### config.mk
export PLATFORM = sky130hd
export DESIGN_NAME = mc_rij_cpu
export DESIGN_NICKNAME = d
export VERILOG_FILES = /design/src/rtl/mc_cpu_pkg.sv /design/src/rtl/alu.sv /design/src/rtl/regs.sv /design/src/rtl/rij_decode.sv /design/src/rtl/mc_rij_cpu.sv
export SDC_FILE = /design/constraint.sdc
export NUM_CORES = 2
export LEC_CHECK = 0
export ABC_AREA = 1
export BUFFER_PORTS_ARGS = -buffer_cell sky130_fd_sc_hd__buf_2
export CAP_MARGIN = 20
export CORE_MARGIN = 3
export CORE_UTILIZATION = 30
export CTS_CLUSTER_SIZE = 28
export DETAILED_ROUTE_END_ITERATION = 12
export PLACE_DENSITY_LB_ADDON = 0.08
export SLEW_MARGIN = 20
export SYNTH_ARGS = -nofsm -noshare
export SYNTH_HDL_FRONTEND = slang
export SYNTH_SLANG_ARGS = --single-unit
### constraint.sdc
create_clock -name clk -period 10.7 [get_ports clk]
set_input_delay 0.535 -clock clk [delete_from_list [all_inputs] [get_ports clk]]
set_output_delay 0.535 -clock clk [all_outputs]
set_load 0.01 [all_outputs]
### src/rtl/mc_cpu_pkg.sv
// rtl/mc_cpu_pkg.sv - opcodes, ALU codes, FSM states and helpers for the multi-cycle R/I/J core
package mc_cpu_pkg;

  localparam logic [5:0] OP_R     = 6'h00;
  localparam logic [5:0] OP_J     = 6'h02;
  localparam logic [5:0] OP_JAL   = 6'h03;
  localparam logic [5:0] OP_BEQ   = 6'h04;
  localparam logic [5:0] OP_BNE   = 6'h05;
  localparam logic [5:0] OP_ADDI  = 6'h08;
  localparam logic [5:0] OP_SLTIU = 6'h0B;
  localparam logic [5:0] OP_ANDI  = 6'h0C;
  localparam logic [5:0] OP_XORI  = 6'h0E;
  localparam logic [5:0] OP_LW    = 6'h23;
  localparam logic [5:0] OP_SW    = 6'h2B;

  localparam logic [5:0] FN_SLL  = 6'h00;
  localparam logic [5:0] FN_JR   = 6'h08;
  localparam logic [5:0] FN_ADD  = 6'h20;
  localparam logic [5:0] FN_SUB  = 6'h22;
  localparam logic [5:0] FN_AND  = 6'h24;
  localparam logic [5:0] FN_OR   = 6'h25;
  localparam logic [5:0] FN_XOR  = 6'h26;
  localparam logic [5:0] FN_NOR  = 6'h27;
  localparam logic [5:0] FN_SLTU = 6'h2B;

  typedef enum logic [2:0] {
    ALU_AND  = 3'b000,
    ALU_OR   = 3'b001,
    ALU_XOR  = 3'b010,
    ALU_NOR  = 3'b011,
    ALU_ADD  = 3'b100,
    ALU_SUB  = 3'b101,
    ALU_SLTU = 3'b110,
    ALU_SLL  = 3'b111
  } alu_op_t;

  typedef enum logic [2:0] {
    S_IF  = 3'd0,
    S_ID  = 3'd1,
    S_EX  = 3'd2,
    S_MEM = 3'd3,
    S_WB  = 3'd4,
    S_ERR = 3'd5
  } state_t;

  // Instruction class drives the EX/MEM/WB path choice.
  typedef enum logic [2:0] {
    C_ALU = 3'd0,
    C_LW  = 3'd1,
    C_SW  = 3'd2,
    C_BEQ = 3'd3,
    C_BNE = 3'd4,
    C_J   = 3'd5,
    C_JAL = 3'd6,
    C_JR  = 3'd7
  } iclass_t;

  function automatic logic [31:0] ext16(input logic [15:0] v, input logic sgn);
    return sgn ? {{16{v[15]}}, v} : {16'h0000, v};
  endfunction

endpackage

### src/rtl/alu.sv
// rtl/alu.sv - 32-bit ALU with zero and signed-overflow flags
module alu
  import mc_cpu_pkg::*;
(
  input  logic [31:0] a,
  input  logic [31:0] b,
  input  logic [2:0]  op,
  output logic [31:0] f,
  output logic        zf,
  output logic        of
);

  always_comb begin
    f  = '0;
    of = 1'b0;
    case (op)
      ALU_AND:  f = a & b;
      ALU_OR:   f = a | b;
      ALU_XOR:  f = a ^ b;
      ALU_NOR:  f = ~(a | b);
      ALU_ADD: begin
        f  = a + b;
        of = (a[31] == b[31]) && (f[31] != a[31]);
      end
      ALU_SUB: begin
        f  = a - b;
        of = (a[31] != b[31]) && (f[31] != a[31]);
      end
      ALU_SLTU: f = {31'b0, (a < b)};
      ALU_SLL:  f = b << a[4:0];
      default:  f = '0;
    endcase
    zf = (f == 32'h0);
  end

endmodule

### src/rtl/regs.sv
// rtl/regs.sv - 32x32 register file, two async read ports, one clocked write port
module regs (
  input  logic        clk,
  input  logic        rst,
  input  logic        we,
  input  logic [4:0]  wa,
  input  logic [31:0] wd,
  input  logic [4:0]  ra1,
  input  logic [4:0]  ra2,
  output logic [31:0] rd1,
  output logic [31:0] rd2
);

  logic [31:0] rf [32];

  always_ff @(posedge clk or negedge rst) begin
    if (!rst) begin
      for (int i = 0; i < 32; i++) rf[i] <= '0;
    end else if (we && (wa != 5'd0)) begin
      rf[wa] <= wd;
    end
  end

  assign rd1 = (ra1 == 5'd0) ? 32'h0 : rf[ra1];
  assign rd2 = (ra2 == 5'd0) ? 32'h0 : rf[ra2];

endmodule

### src/rtl/rij_decode.sv
// rtl/rij_decode.sv - combinational opcode/func decode into datapath controls
module rij_decode
  import mc_cpu_pkg::*;
(
  input  logic [5:0] op,
  input  logic [5:0] fn,
  output logic [2:0] alu_op,
  output logic       imm_s,
  output logic       rt_imm_s,
  output logic       w_r_s,
  output logic       wr_data_s,
  output logic [2:0] iclass,
  output logic       of_en,
  output logic       sh_s,
  output logic       illegal
);

  // imm_s: sign-extend; rt_imm_s: B operand is the immediate; w_r_s: write rd.
  always_comb begin
    alu_op    = ALU_ADD;
    imm_s     = 1'b1;
    rt_imm_s  = 1'b1;
    w_r_s     = 1'b0;
    wr_data_s = 1'b0;
    iclass    = C_ALU;
    of_en     = 1'b0;
    sh_s      = 1'b0;
    illegal   = 1'b0;
    case (op)
      OP_R: begin
        rt_imm_s = 1'b0;
        w_r_s    = 1'b1;
        case (fn)
          FN_ADD:  begin alu_op = ALU_ADD; of_en = 1'b1; end
          FN_SUB:  begin alu_op = ALU_SUB; of_en = 1'b1; end
          FN_AND:  alu_op = ALU_AND;
          FN_OR:   alu_op = ALU_OR;
          FN_XOR:  alu_op = ALU_XOR;
          FN_NOR:  alu_op = ALU_NOR;
          FN_SLTU: alu_op = ALU_SLTU;
          FN_SLL:  begin alu_op = ALU_SLL; sh_s = 1'b1; end
          FN_JR:   iclass = C_JR;
          default: illegal = 1'b1;
        endcase
      end
      OP_ADDI:  of_en = 1'b1;
      OP_ANDI:  begin alu_op = ALU_AND;  imm_s = 1'b0; end
      OP_XORI:  begin alu_op = ALU_XOR;  imm_s = 1'b0; end
      OP_SLTIU: begin alu_op = ALU_SLTU; imm_s = 1'b0; end
      OP_LW:    begin iclass = C_LW; wr_data_s = 1'b1; end
      OP_SW:    iclass = C_SW;
      OP_BEQ:   begin iclass = C_BEQ; alu_op = ALU_SUB; rt_imm_s = 1'b0; end
      OP_BNE:   begin iclass = C_BNE; alu_op = ALU_SUB; rt_imm_s = 1'b0; end
      OP_J:     iclass = C_J;
      OP_JAL:   iclass = C_JAL;
      default:  illegal = 1'b1;
    endcase
  end

endmodule

### src/rtl/mc_rij_cpu.sv
// rtl/mc_rij_cpu.sv - multi-cycle IF/ID/EX/MEM/WB core with handshaked instruction/data memories
module mc_rij_cpu
  import mc_cpu_pkg::*;
#(
  parameter int          IMEM_AW  = 6,
  parameter int          DMEM_AW  = 6,
  parameter logic [31:0] RESET_PC = 32'h0000_0000
) (
  input  logic               clk,
  input  logic               rst,
  output logic               imem_req,
  output logic [IMEM_AW-1:0] imem_addr,
  input  logic [31:0]        imem_rdata,
  input  logic               imem_ready,
  output logic               dmem_req,
  output logic               dmem_we,
  output logic [DMEM_AW-1:0] dmem_addr,
  output logic [31:0]        dmem_wdata,
  input  logic [31:0]        dmem_rdata,
  input  logic               dmem_ready,
  output logic [31:0]        PC,
  output logic               FR_ZF,
  output logic               FR_OF,
  output logic [31:0]        ALU_F,
  output logic               inst_done,
  output logic               illegal
);

  state_t      state;
  logic [31:0] ir, a_q, b_q, imm_q, mdr;

  logic [2:0]  alu_op, iclass;
  logic        imm_s, rt_imm_s, w_r_s, wr_data_s, of_en, sh_s, dec_illegal;
  logic [31:0] rf_rd1, rf_rd2, rf_wd, alu_a, alu_b, alu_f;
  logic [4:0]  rf_wa;
  logic        rf_we, alu_zf, alu_of;

  rij_decode u_dec (
    .op        (ir[31:26]),
    .fn        (ir[5:0]),
    .alu_op    (alu_op),
    .imm_s     (imm_s),
    .rt_imm_s  (rt_imm_s),
    .w_r_s     (w_r_s),
    .wr_data_s (wr_data_s),
    .iclass    (iclass),
    .of_en     (of_en),
    .sh_s      (sh_s),
    .illegal   (dec_illegal)
  );

  regs u_regs (
    .clk (clk),
    .rst (rst),
    .we  (rf_we),
    .wa  (rf_wa),
    .wd  (rf_wd),
    .ra1 (ir[25:21]),
    .ra2 (ir[20:16]),
    .rd1 (rf_rd1),
    .rd2 (rf_rd2)
  );

  assign alu_a = sh_s ? {27'b0, ir[10:6]} : a_q;
  assign alu_b = rt_imm_s ? imm_q : b_q;

  alu u_alu (
    .a  (alu_a),
    .b  (alu_b),
    .op (alu_op),
    .f  (alu_f),
    .zf (alu_zf),
    .of (alu_of)
  );

  assign imem_addr  = PC[IMEM_AW+1:2];
  assign dmem_addr  = ALU_F[DMEM_AW+1:2];
  assign dmem_wdata = b_q;

  // FR_OF was refreshed in EX for add/sub/addi, so it marks an overflowed result here.
  always_comb begin
    rf_we = 1'b0;
    rf_wa = ir[20:16];
    rf_wd = ALU_F;
    if (state == S_WB) begin
      rf_we = !(of_en && FR_OF);
      rf_wa = w_r_s ? ir[15:11] : ir[20:16];
      rf_wd = wr_data_s ? mdr : ALU_F;
    end else if ((state == S_EX) && (iclass == C_JAL)) begin
      rf_we = 1'b1;
      rf_wa = 5'd31;
      rf_wd = PC;
    end
  end

  always_ff @(posedge clk or negedge rst) begin
    if (!rst) begin
      state     <= S_IF;
      PC        <= RESET_PC;
      ir        <= '0;
      a_q       <= '0;
      b_q       <= '0;
      imm_q     <= '0;
      mdr       <= '0;
      ALU_F     <= '0;
      FR_ZF     <= 1'b0;
      FR_OF     <= 1'b0;
      illegal   <= 1'b0;
      inst_done <= 1'b0;
      imem_req  <= 1'b0;
      dmem_req  <= 1'b0;
      dmem_we   <= 1'b0;
    end else begin
      inst_done <= 1'b0;
      case (state)
        S_IF: begin
          if (!imem_req) begin
            imem_req <= 1'b1;
          end else if (imem_ready) begin
            ir       <= imem_rdata;
            PC       <= PC + 32'd4;
            imem_req <= 1'b0;
            state    <= S_ID;
          end
        end
        S_ID: begin
          a_q   <= rf_rd1;
          b_q   <= rf_rd2;
          imm_q <= ext16(ir[15:0], imm_s);
          if (dec_illegal) begin
            illegal <= 1'b1;
            state   <= S_ERR;
          end else begin
            state <= S_EX;
          end
        end
        S_EX: begin
          ALU_F <= alu_f;
          if ((iclass == C_ALU) || (iclass == C_BEQ) || (iclass == C_BNE)) FR_ZF <= alu_zf;
          if (of_en) FR_OF <= alu_of;
          case (iclass)
            C_LW, C_SW: begin
              dmem_req <= 1'b1;
              dmem_we  <= (iclass == C_SW);
              state    <= S_MEM;
            end
            C_ALU: state <= S_WB;
            default: begin
              // Branches and jumps retire straight out of EX.
              if ((iclass == C_BEQ && alu_zf) || (iclass == C_BNE && !alu_zf))
                PC <= PC + {imm_q[29:0], 2'b00};
              else if (iclass == C_J || iclass == C_JAL)
                PC <= {PC[31:28], ir[25:0], 2'b00};
              else if (iclass == C_JR)
                PC <= a_q;
              inst_done <= 1'b1;
              imem_req  <= 1'b1;
              state     <= S_IF;
            end
          endcase
        end
        S_MEM: begin
          if (dmem_ready) begin
            dmem_req <= 1'b0;
            dmem_we  <= 1'b0;
            if (iclass == C_SW) begin
              inst_done <= 1'b1;
              imem_req  <= 1'b1;
              state     <= S_IF;
            end else begin
              mdr   <= dmem_rdata;
              state <= S_WB;
            end
          end
        end
        S_WB: begin
          inst_done <= 1'b1;
          imem_req  <= 1'b1;
          state     <= S_IF;
        end
        default: state <= S_ERR;
      endcase
    end
  end

endmodule

# Word level (Yosys, flattened, before mapping)
# Index checks and enable logic that the tools add are counted.
[word_totals]
reg_bits = 1258
in_bits = 68
out_inout_bits = 115
wordCells = 224
[op_classes]
addsub = 4
order_cmp = 5
eq_ne = 49
shifts = 1
n_mux = 65
bitwise = 8
reduce_logical = 44
[op_table]
columns = ["op", "count"]
rows = [
  ["bitwise mux 1024 bit", 1],
  ["2-to-1 mux 32 bit", 19],
  ["binary-select mux 32 bit (select 5 bit)", 2],
  ["one-hot mux 32 bit (8 select lines)", 1],
  ["demux 32 bit (select 5 bit)", 1],
  ["adder 32 bit", 2],
  ["one-hot mux 32 bit (2 select lines)", 1],
  ["== test 6 bit, second input constant", 9],
  ["one-hot mux 3 bit (7 select lines)", 2],
  ["adder 32 x 3 -> 32 bit, second input constant", 1],
  ["bitwise AND 32 bit", 1],
  ["zero test 32 bit", 1],
  ["< comparator 32 bit", 1],
  ["NOT 32 bit", 1],
  ["bitwise OR 32 bit", 1],
  ["left shift 32 x 5 -> 32 bit", 1],
  ["subtractor 32 bit", 1],
  ["bitwise XOR 32 bit", 1],
  ["== test 6 x 4 -> 1 bit, second input constant", 5],
  ["one-hot mux 3 bit (5 select lines)", 2],
  ["== test 3 bit, second input constant", 9],
  ["2-to-1 mux 1 bit", 19],
  ["== test 3 x 2 -> 1 bit, second input constant", 6],
  ["greater-or-equal comparator 6 bit, second input constant", 3],
  ["other kinds (37)", 85],
]

# Longest topological paths before layout
[logic_depth]
word_depth = 14
mapped_depth = 40
ltp_nobuf = 36

# By module
# Synthesis repeated with hierarchy kept, for this count alone.
[unflattened]
hier_cells = 12148
area_unflattened_um2 = 79739.0
[modules_own_cells]
columns = ["module", "n_inst", "cells_each", "area_per_inst_um2", "seq_area_each_um2"]
rows = [
  ["regs", 1, 8327, 57004.7, 25624.6],
  ["mc_rij_cpu", 1, 1933, 13469.2, 5480.3],
  ["alu", 1, 1799, 8836.0, 0.0],
  ["rij_decode", 1, 89, 429.2, 0.0],
]

# Worst setup path after synthesis
# No wires, ideal clock.
[synth_timing]
path_kind = "register to register"
from = "register ir[31]"
to = "register PC[28]"
setup_ns = 0.117
t_arrival_ns = 4.418
required_ns = 10.583
slack_ns = 6.165
stages_incl_launch_ff = 33
n_path_buf = 4
synth_period_minus_slack_ns = 4.535
cell_sequence = "dfrtp_1 nor2_4 nand3_4 nor2_4 clkbuf_1 clkbuf_1 nor2_1 inv_1 ha_1 clkbuf_1 nor2_1 nand2_1 nor2_1 o21ai_0 nand3_1 nand2_1 o21ai_0 or2_2 nand3_1 nand2_1 nor2_1 nand3_1 nor2_1 nand2_1 nor2_2 nand4_1 nand2_1 buf_4 nand2_1 nand3_1 nand2_1 nand2_1 nand2_1"
[synth_between]
elab_chain_cells = 13
word_cells_on_any_way = 56
cone_classes = "2 x add/sub; 1 x order compare; 26 x eq/ne; 1 x shift; 9 x mux; 4 x bitwise; 13 x reduce/logical"
[synth_rtl]
columns = ["item", "line", "rtl"]
rows = [
  ["from (decl)", "mc_rij_cpu.sv:30", "logic [31:0] ir, a_q, b_q, imm_q, mdr;"],
  ["from (signal assigned)", "mc_rij_cpu.sv:120", "ir <= imem_rdata;"],
  ["branches (longest 13 deep; another with subtractor 32 bit)", "n/a", ""],
  ["to (signal assigned)", "mc_rij_cpu.sv:151", "PC <= PC + {imm_q[29:0], 2'b00};"],
  ["to (signal assigned)", "mc_rij_cpu.sv:153", "PC <= {PC[31:28], ir[25:0], 2'b00};"],
  ["to (signal assigned)", "mc_rij_cpu.sv:155", "PC <= a_q;"],
  ["to (decl)", "mc_rij_cpu.sv:21", "output logic [31:0] PC,"],
]
# Several ways; the timed one is not identified. The select of a mux whose other input is x is not followed.
# A chain may end at the register's enable or synchronous reset.

# Final worst setup path
[layout_timing]
from = "register ir[31]"
to = "register PC[15]"
# Same word-level chain as after synthesis.

==> metrics.txt <==
status complete, no violations; Worst EP required between 10 and 15 ns; crit path DAT 8.39 ns; most frequent CP cell nand2_1; ys flop type dfrtp_1; Die H around 510 um; Initial Util 0.303; RSZ-0062 raised after global routing no; clock sinks between 1,000 and 1,500; Max-cap violations 0; port bufs around 180; endpoints failing setup 0; CP max stage cell nand3_1; GRT Util Overall 0.301; initial antenna violation count 24; via count roughly 79,000; Total Die Area between 200,000 and 300,000 um2; cells after synthesis around 11,000; post-synth net total around 11,000; final wirelength just over 400,000 um; sequential area share after synthesis 0.406; first-pass GRT wire length approximately 580,000 um; clk slew on worst S/H paths 0.05 ns; TritonCTS clock tree built; kind of critical path flop to flop; H-Tree Depth 4; post-cts resize count 0; Mapped Avg Cell Area about 7.0 um2; Fmax between 0.1 and 0.15 GHz; HPWL Detailed between 200,000 and 300,000 um; fin crit share 0.714; Fin. Hold Viols 0; clk_lat worst skew 0.86 ns; TritonCTS Buffers approximately 160; vias per std cell between 5 and 6; Mapped Area around 77,000 um2; area share of the largest cell type after synthesis 0.406; Yosys top cell by area dfrtp_1; crit-path max FO 35; Worst VDD drop around 0.17 mV; leakage power between 30 and 40 nW; startpoint class of the critical path flop; drt first pass iters 9; largest net degree at the start of global routing ~160; drc violations 0; root buffer cell clkbuf_16; Layout Skew around 0.07 ns; die width about 500 um; Slew @ Worst Pin 1.20 ns; Synth cell types ~60; share of cells above drive strength 1 0.0711; final setup TNS 0 ns; final-report max-slew violation count 0; Slew Limit Headroom 0.195; 1st-iter DRT viols around 9,600; CP endpoint kind flop; area grow syn2layout 12.7%; vias in the first global route approximately 74,000; core box area about 250,000 um2; postcts setup bufs 0; Period minus WS final about 7.6 ns; async set-reset flop share out of synthesis 1.00; Synth area leaders dfrtp_1, o21ai_0, nand2_1, nor2_1, clkbuf_1; max incr delay on CP around 0.60 ns; #FFs+latches synth ~1,200; nets approximately 11,000; Hold Path Class primary input to flop; routed wire length per instance roughly 29 um; Yosys Warn Count 0; total gr overflow 0; WHS ~0.050 ns; # IOs ~180; Post-synth EDFFs 0; Power per Cell Area about 120 nW/um2; ANT nets after route 0; num rows 184; maximum clock path buffer count 3; Final GP Congestion a little under 1
## timing repair
action | in CTS | in global routing
setup endpoints to repair | 0 | 0
hold buffers | 58 | 0
endpoints found under the hold margin | 159 | 0
## per-stage QoR
stage                     total power [mW]  utilization  std cells  setup slack (ns)  area (um2)
after floorplan                       4.79            -      10900              6.17       76600
after global placement                4.92        0.317      13700              3.45       80100
after detailed placement              4.92        0.317      13700              3.37       80200
after CTS                             10.7        0.341      14100              3.30       86300
after global routing                  10.9        0.341      14100              2.44       86300
final                                 10.5        0.341      14100              3.06       86300
## placed cells by master (no fill, tap or decap), types with 19 or more instances in the layout
master | Yosys | final
clkinv_2 | 0 | 25
clkbuf_16 | 0 | 163
a32oi_1 | 42 | 42
dfrtp_1 | 1243 | 1233
dlygate4sd3_1 | 0 | 58
nor2_4 | 5 | 20
buf_4 | 19 | 152
clkbuf_1 | 781 | 33
o21ai_0 | 2139 | 2127
o211ai_1 | 115 | 115
clkbuf_8 | 0 | 44
a32o_1 | 32 | 32
nand4_1 | 56 | 56
a221oi_1 | 68 | 68
o221ai_1 | 19 | 19
buf_2 | 58 | 181
nor3_1 | 29 | 27
a21oi_1 | 510 | 509
xor2_1 | 42 | 42
inv_2 | 18 | 22
o21a_1 | 199 | 199
ha_1 | 137 | 137
nand2_1 | 2793 | 2778
o21ai_1 | 25 | 33
nor2_1 | 1039 | 1023
nand3_1 | 455 | 446
o22ai_1 | 242 | 242
inv_1 | 651 | 641
buf_12 | 0 | 21
## worst max-delay path, delay by kind of cell, from the launching register on
| family | cells | cell delay, ns |
|---|---|---|
| AOI/OAI and AO/OA | 3 | 0.82 |
| DFF | 1 | 0.41 |
| adders and majority gates | 1 | 0.51 |
| and+or+nand+nor | 22 | 4.66 |
| buffers and inverters | 4 | 1.12 |
## path summary, 6_finish.rpt
kind	start	end	slack, ns	cells after the start
max in group asynchronous	rst	u_regs.rf[336]	7.98	5
max reg2reg	ir[31]	PC[15]	3.06	30
min in group asynchronous	rst	mdr[10]	0.35	2
min reg2reg	u_regs.rf[1003]	u_regs.rf[1003]	0.40	0
max	ir[31]	PC[15]	3.06	30
min	dmem_rdata[10]	mdr[10]	0.05	3
## cell usage after synthesis, types with 32 or more instances
| cell type | number |
|---|---|
| nand2_1 | 2793 |
| a221oi_1 | 68 |
| a21oi_1 | 510 |
| buf_2 | 58 |
| nand3_1 | 455 |
| nor2_1 | 1039 |
| ha_1 | 137 |
| inv_1 | 651 |
| nand4_1 | 56 |
| o21a_1 | 199 |
| a32o_1 | 32 |
| buf_1 | 39 |
| a32oi_1 | 42 |
| xor2_1 | 42 |
| o211ai_1 | 115 |
| o22ai_1 | 242 |
| clkbuf_1 | 781 |
| o21ai_0 | 2139 |
| dfrtp_1 | 1243 |
## routing by layer
| metal | wire length [um] | track usage |
|---|---|---|
| met5 | 68 | 0 |
| met3 | 30600 | 0.0529 |
| met1 | 185000 | 0.432 |
| met2 | 177000 | 0.457 |
| met4 | 14100 | 0.0962 |
## state kept, by name, summed over array words and instances, names as in the netlist
register,count
u_regs.rf,1024
ALU_F,32
PC,32
a_q,32
dmem_wdata,32
ir,32
mdr,32
imm_q,17
state,3
FR_OF,1
FR_ZF,1
dmem_req,1
dmem_we,1
illegal,1
imem_req,1
inst_done,1
## cells by family (layout without fill, tap and decap cells)
logic type,after synthesis,after routing,share of synthesized area
other cells,0,10,0
simple gates,4463,4463,0.233
mux,15,15,0.00220
xor+xnor,57,57,0.00652
buf+inv,1573,1378,0.0792
flops,1243,1243,0.406
compound gates,3446,3446,0.250
fa+ha+maj,140,140,0.0232
## cell type report
type / instances / area (um2)
sequential: 1243 / 31100
clock inverter: 49 / 693
tap: 3348 / 4190
inverter: 673 / 2560
timing repair buffer: 416 / 3100
multi-input combinational: 8121 / 39800
clock buffer: 240 / 4810
fill: 27200 / 166000
antenna: 10 / 25.0
## power breakdown
part	total, mW	internal (mW)	switching, mW
registers	4.70	4.70	0
logic	0.141	0.0289	0.112
clock network	5.70	3.32	2.38
Power figures use the tool's default switching activity.
